--- src/rtl/riscv_pkg.sv ---
// Shared types and constants for the RV32I pipeline.
// Holds the fetch FSM encoding and the IF/ID bubble value.
package riscv_pkg;

  typedef enum logic [1:0] {
    FETCH = 2'd0,
    WAIT  = 2'd1,
    VALID = 2'd2
  } fetch_state_t;

  localparam logic [31:0] RESET_PC_DEFAULT = 32'h0000_0000;
  localparam logic [31:0] BUBBLE_INSTR     = 32'h0000_0000;

endpackage

--- src/rtl/fetch_stage.sv ---
// IF stage: owns the PC and keeps one imem request in flight.
// Presents instrF/PCF/PCPlus4F with a valid flag to IF/ID.
module fetch_stage
  import riscv_pkg::*;
#(
  parameter int unsigned DATA_WIDTH = 32,
  parameter logic [DATA_WIDTH-1:0] RESET_PC =
    DATA_WIDTH'(RESET_PC_DEFAULT)
) (
  input  logic                  clk,
  input  logic                  rst_n,
  input  logic                  stallF,
  input  logic                  PCSrcE,
  input  logic [DATA_WIDTH-1:0] PCTargetE,
  output logic                  imem_req,
  output logic [DATA_WIDTH-1:0] imem_addr,
  input  logic                  imem_rvalid,
  input  logic [DATA_WIDTH-1:0] imem_rdata,
  output logic [DATA_WIDTH-1:0] instrF,
  output logic [DATA_WIDTH-1:0] PCF,
  output logic [DATA_WIDTH-1:0] PCPlus4F,
  output logic                  instr_validF
);

  fetch_state_t          state_q, state_d;
  logic [DATA_WIDTH-1:0] pc_q, pc_d;
  logic [DATA_WIDTH-1:0] ibuf_q, ibuf_d;
  logic                  kill_q, kill_d;
  logic [DATA_WIDTH-1:0] pc_plus4;
  logic [DATA_WIDTH-1:0] target;

  assign pc_plus4 = pc_q + DATA_WIDTH'(4);
  assign target   = PCTargetE & ~DATA_WIDTH'(3);

  always_comb begin
    state_d = state_q;
    pc_d    = pc_q;
    ibuf_d  = ibuf_q;
    kill_d  = kill_q;
    if (PCSrcE) begin
      pc_d = target;
      unique case (state_q)
        WAIT: begin
          // A response already in flight must not reach IF/ID
          if (imem_rvalid) begin
            kill_d  = 1'b0;
            state_d = FETCH;
          end else begin
            kill_d = 1'b1;
          end
        end
        default: state_d = FETCH;
      endcase
    end else begin
      unique case (state_q)
        FETCH: state_d = WAIT;
        WAIT: begin
          if (imem_rvalid) begin
            if (kill_q) begin
              kill_d  = 1'b0;
              state_d = FETCH;
            end else begin
              ibuf_d  = imem_rdata;
              state_d = VALID;
            end
          end
        end
        VALID: begin
          if (!stallF) begin
            pc_d    = pc_plus4;
            state_d = WAIT;
          end
        end
        default: state_d = FETCH;
      endcase
    end
  end

  always_ff @(posedge clk or negedge rst_n) begin
    if (!rst_n) begin
      state_q <= FETCH;
      pc_q    <= RESET_PC;
      ibuf_q  <= '0;
      kill_q  <= 1'b0;
    end else begin
      state_q <= state_d;
      pc_q    <= pc_d;
      ibuf_q  <= ibuf_d;
      kill_q  <= kill_d;
    end
  end

  assign imem_req = rst_n && !PCSrcE &&
    ((state_q == FETCH) ||
     (state_q == VALID && !stallF));

  assign imem_addr =
    (state_q == VALID && imem_req) ? pc_plus4 : pc_q;

  assign instr_validF = (state_q == VALID) && !PCSrcE;
  assign instrF = instr_validF ? ibuf_q
                               : DATA_WIDTH'(BUBBLE_INSTR);
  assign PCF      = pc_q;
  assign PCPlus4F = pc_plus4;

  a_rvalid_in_wait : assert property (
    @(posedge clk) disable iff (!rst_n)
    imem_rvalid |-> state_q == WAIT
  ) else $error("imem_rvalid outside WAIT");

endmodule

--- config.mk ---
export PLATFORM = sky130hd
export DESIGN_NAME = fetch_stage
export DESIGN_NICKNAME = d
export VERILOG_FILES = /design/src/rtl/riscv_pkg.sv /design/src/rtl/fetch_stage.sv
export SDC_FILE = /design/constraint.sdc
export NUM_CORES = 1
export LEC_CHECK = 0
export CAP_MARGIN = 5
export CORE_MARGIN = 2
export CORE_UTILIZATION = 40
export DETAILED_ROUTE_END_ITERATION = 12
export GPL_TIMING_DRIVEN = 0
export PLACE_DENSITY = 0.86
export RECOVER_POWER = 100
export SETUP_SLACK_MARGIN = 0.05
export SLEW_MARGIN = 20
export SYNTH_ARGS = -nofsm -noshare
export SYNTH_HDL_FRONTEND = slang
export SYNTH_SLANG_ARGS = --single-unit
--- constraint.sdc ---
create_clock -name clk -period 4.1 [get_ports clk]
set_input_delay 0.615 -clock clk [delete_from_list [all_inputs] [get_ports clk]]
set_output_delay 0.615 -clock clk [all_outputs]
set_load 0.005 [all_outputs]
# After elaboration in Yosys (flattened, before gate mapping)
# Index checks and enable logic that the tools add are counted.
# word_totals
elab_cells	44
reg_bits	67
# op_classes
eq_ne	5
bitwise	2
mux	17
reduce_logical	15
n_addsub	1
# op_table
op	count
two-way mux 32 bit	5
adder 32 x 3 -> 32 bit, second input constant	1
two-way mux 2 bit	6
case mux 2 bit (3 select lines)	1
AND reduction 2 bit	3
logical AND 1 bit	5
two-way mux 1 bit	5
AND reduction 4 bit	1
nonzero test 2 bit	2
inequality test 3 bit, second input constant	1
equality test 2 x 1 -> 1 bit, second input constant	1
equality test 2 bit, second input constant	1
zero test 1 bit	2
zero test 2 bit	1
inequality test 2 x 1 -> 1 bit, second input constant	1
inequality test 2 bit, second input constant	1
inverter 1 bit	2
logical OR 1 bit	1

# Depth between registers and ports, before layout
# logic_depth
word_depth	6
ltp_mapped	9
mapped_depth_nobuf	6

# Worst setup path after synthesis
# Ideal clock, no wire load.
# synth_timing
path_kind	input port to output port
from	input port PCSrcE
to	output port imem_addr[13]
t_required_ps	3485
t_arrival_ps	1963
path_stages	7
path_slack_ps	1522
cell_sequence	clkbuf_1 -> nor4b_4 -> and2_1 -> buf_2 -> nand2_1 -> nor2_1 -> xor2_1
# synth_between
elab_chain_len	5
# synth_lines
item	line_no	rtl
start: declaration	fetch_stage.sv:13	input logic PCSrcE,
zero test 1 bit	fetch_stage.sv:93	assign imem_req = rst_n && !PCSrcE &&
logical AND 1 bit (2 in a row)	fetch_stage.sv:93	
logical AND 1 bit	fetch_stage.sv:98	(state_q == VALID && imem_req) ? pc_plus4 : pc_q;
two-way mux 32 bit	fetch_stage.sv:98	
end: declaration	fetch_stage.sv:16	output logic [DATA_WIDTH-1:0] imem_addr,
# Every way passes these cells.

# Worst setup path after layout
# layout_timing
from	input port stallF
to	output port imem_addr[28]
# layout_between
elab_chain_len	6
# layout_lines
item	line_no	rtl
start: declaration	fetch_stage.sv:12	input logic stallF,
zero test 1 bit	fetch_stage.sv:95	(state_q == VALID && !stallF));
logical AND 1 bit	fetch_stage.sv:95	
logical OR 1 bit	fetch_stage.sv:94	((state_q == FETCH) ||
logical AND 1 bit	fetch_stage.sv:93	
logical AND 1 bit	fetch_stage.sv:98	
two-way mux 32 bit	fetch_stage.sv:98	
# Every way passes these cells.

==> results.cfg <==
[run_status]
status = finished, final reports clean

[final_layout]
final_area_um2 = 6554
nFillCells = 877
nets = 742
final_layout_size_suffix_gt1_share_pct = 12.13
utilization_pct = 63.77
n_antenna_cell = 0
area_growth_pct = 55.02
final_cells = 812

[drt]
vias_per_cell = 5.200
final_antenna_net_count = 0
wirelength_um = 13740
drtIter0Drc = 277
via_count = 4222
drc = 0
drtPass1Iterations = 4
avgRoutedWirePerCell_um = 16.92

[global_route]
grt.busiest_layer = met2
grt_util_met3_pct = 6.930
grt_pass1_vias = 4458
grt_overflow_total = 0
gr-usage-met1_pct = 30.05
grt_max_degree = 46
antenna_found_initial = 0
met2_usage_pct = 42.63
grt_pass1_wl_um = 22510
grt_usage_pct = 24.95

[clocking]
clock_latency_ns = 0.34
h-tree-depth = 3
cts_tree = built
cts_buffers = 9
cts-root-buf = clkbuf_8
cts_max_path_buffers = 2
path_clk_slew_ns = 0.08
cts.sinks = 65

[floorplanning]
die_w_um = 106.8
fp.coreArea_um2 = 10280
die_area_um2 = 11410
rows = 37
initial_utilization_pct = 41.14
io_pins = 199
chipHeight_um = 106.8

[place]
dpl.hpwl_um = 10570
port_buffers = 189
dp.cells = 794
placed_cell_area_um2 = 6334
gp_congestion = 0.8518
dpl_worst_slack_ns = 0.1259

[timing]
finalSetupTns_ns = 0
timing.fmax_ghz = 0.2603
min_period_over_period_pct = 93.69
period_needed_ns = 3.841
fin_hold_ws_ns = 0.1753
drv_slew = 0
slew_headroom_pct = 39.35
finClkSkew_ns = 0.007773
setup_ws_ns = 0.2587
rsz0062_at_grt = false
setup_viol = 0
hold_viol = 0
tightest_slew_ns = 0.9077

[worst_setup_path]
crit_path_start_kind = input port
path_cells = dlygate4sd3_1 > nor4b_4 > buf_4 > nand2_1 > clkbuf_1 > nor3_1 > xor2_1 > clkdlybuf4s50_1
cp.arrival_ns = 3.23
path_class = input port to output port
max_stage_delay_ns = 0.64
crit_buf_inv = 4
crit_required_ns = 3.48
crit_family = buffers and inverters
crit_fanout = 10
cp_slowest_cell = dlygate4sd3_1
end_kind = output port

[yosys]
synth_warnings = 0
synth.distinct_cells = 49
yosysMostFrequentCell = dfrtp_1
syn_area_um2 = 4228
synth_seq_cells = 65
synth-edff-count = 0
synth_area_leaders = dfrtp_1 (38%), mux2_2 (8.5%), xor2_1 (7.9%)
synth_ff_type = dfrtp_1
synthArstFlopShare_pct = 100.0
synthCells = 463
netlist_top_cells_count = dfrtp_1 (65), nand2_1 (64), and2_1 (38), xor2_1 (38), xnor2_1 (34)
seq_area_frac_synth_pct = 38.47
synth_top_area_share_pct = 38.47
yosys.area.top_type = dfrtp_1
avgSynthCellArea_um2 = 9.131

[power_and_ir_drop]
p_comb_share_pct = 29.1
p_seq_share_pct = 42.8
ir_drop_mv = 0.2431
power_density_nw_per_um2 = 337.7
p_int_mw = 1.588
total_power_mw = 2.213
p_leak_nw = 2.722
p_clk_share_pct = 28.0
p_sw_uw = 625.0
swShare_pct = 28.24

[worst_hold_path]
hp-class = input port to asynchronous set/reset pin

[run]
maxCapViolations = 0
power groups by stage:
stage	Clock (mW)	Sequential, mW	Combinational (mW)
2_1_floorplan	0	0.921	0.337
3_3_place_gp	0	0.941	0.641
3_5_place_dp	0	0.960	0.670
4_1_cts	0.632	0.949	0.674
5_1_grt	0.663	0.973	0.704
6_report	0.620	0.948	0.645
area by class of cell:
class / instances / area [um2] / share of cell area (%)
Tap cell: 136 / 170.2 / 2.596
Clock inverter: 5 / 80.08 / 1.222
Inverter: 5 / 18.77 / 0.2864
Sequential cell: 65 / 1627 / 24.82
Buffer: 45 / 229.0 / 3.494
Multi-Input combinational cell: 353 / 2352 / 35.89
Clock buffer: 10 / 137.6 / 2.100
Timing Repair Buffer: 193 / 1939 / 29.59
metal layers:
layer / up-vias / wire, um
met3: 19 / 1175
met4: 0 / 226
met1: 2038 / 5412
met5: - / 0
li1: 1959 / -
met2: 206 / 6927
registers in the layout (all words and copies together) (netlist names):
| register | count |
|---|---|
| kill_q | 1 |
| state_q | 2 |
| ibuf_q | 32 |
| PCF | 30 |
kinds of logic (layout without fill, tap and decap cells):
kind of cell	Yosys count	after routing	synth area share [%]
and+or+nand+nor	194	194	24.06
adders and majority gates	1	1	0.2959
xor gates and xnor gates	72	72	14.92
DFF	65	65	38.47
buffers and inverters	50	258	5.978
muxes	32	32	8.523
other	1	6	0.08870
AOI/OAI and AO/OA	48	48	7.665
final timing paths:
kind / end / startpoint / slack [ns] / cells past startpoint
worst max-delay path: imem_addr[28] / stallF / 0.26 / 8
worst min-delay path: ibuf_q[16]$_DFFE_PN0P_ / rst_n / 0.18 / 1
worst max register to register: PCF[24]$_DFFE_PN0P_ / PCF[2]$_DFFE_PN0P_ / 1.63 / 7
worst min register to register: ibuf_q[8]$_DFFE_PN0P_ / ibuf_q[8]$_DFFE_PN0P_ / 0.50 / 1
max in group asynchronous: PCF[27]$_DFFE_PN0P_ / rst_n / 3.39 / 2
min in group clk: ibuf_q[8]$_DFFE_PN0P_ / ibuf_q[8]$_DFFE_PN0P_ / 0.50 / 1
cell usage in the layout (no fill, tap or decap), types with 10 or more instances in the layout:
cell / instances
nand2_1: 64
dlygate4sd3_1: 55
clkbuf_8: 10
xor2_1: 38
clkdlybuf4s50_1: 133
mux2_2: 32
o21ai_0: 20
and2_0: 28
buf_4: 11
nand3_1: 20
and2_1: 10
dfrtp_1: 65
buf_2: 13
xnor2_1: 34
clkbuf_1: 21
nor2_1: 30
what timing repair did:
item	4_1_cts	5_1_grt
setup buffers	0	3
resized for setup	0	0
hold buffers	0	0
endpoints found under the setup margin	0	2
Power figures use the tool's default switching activity.
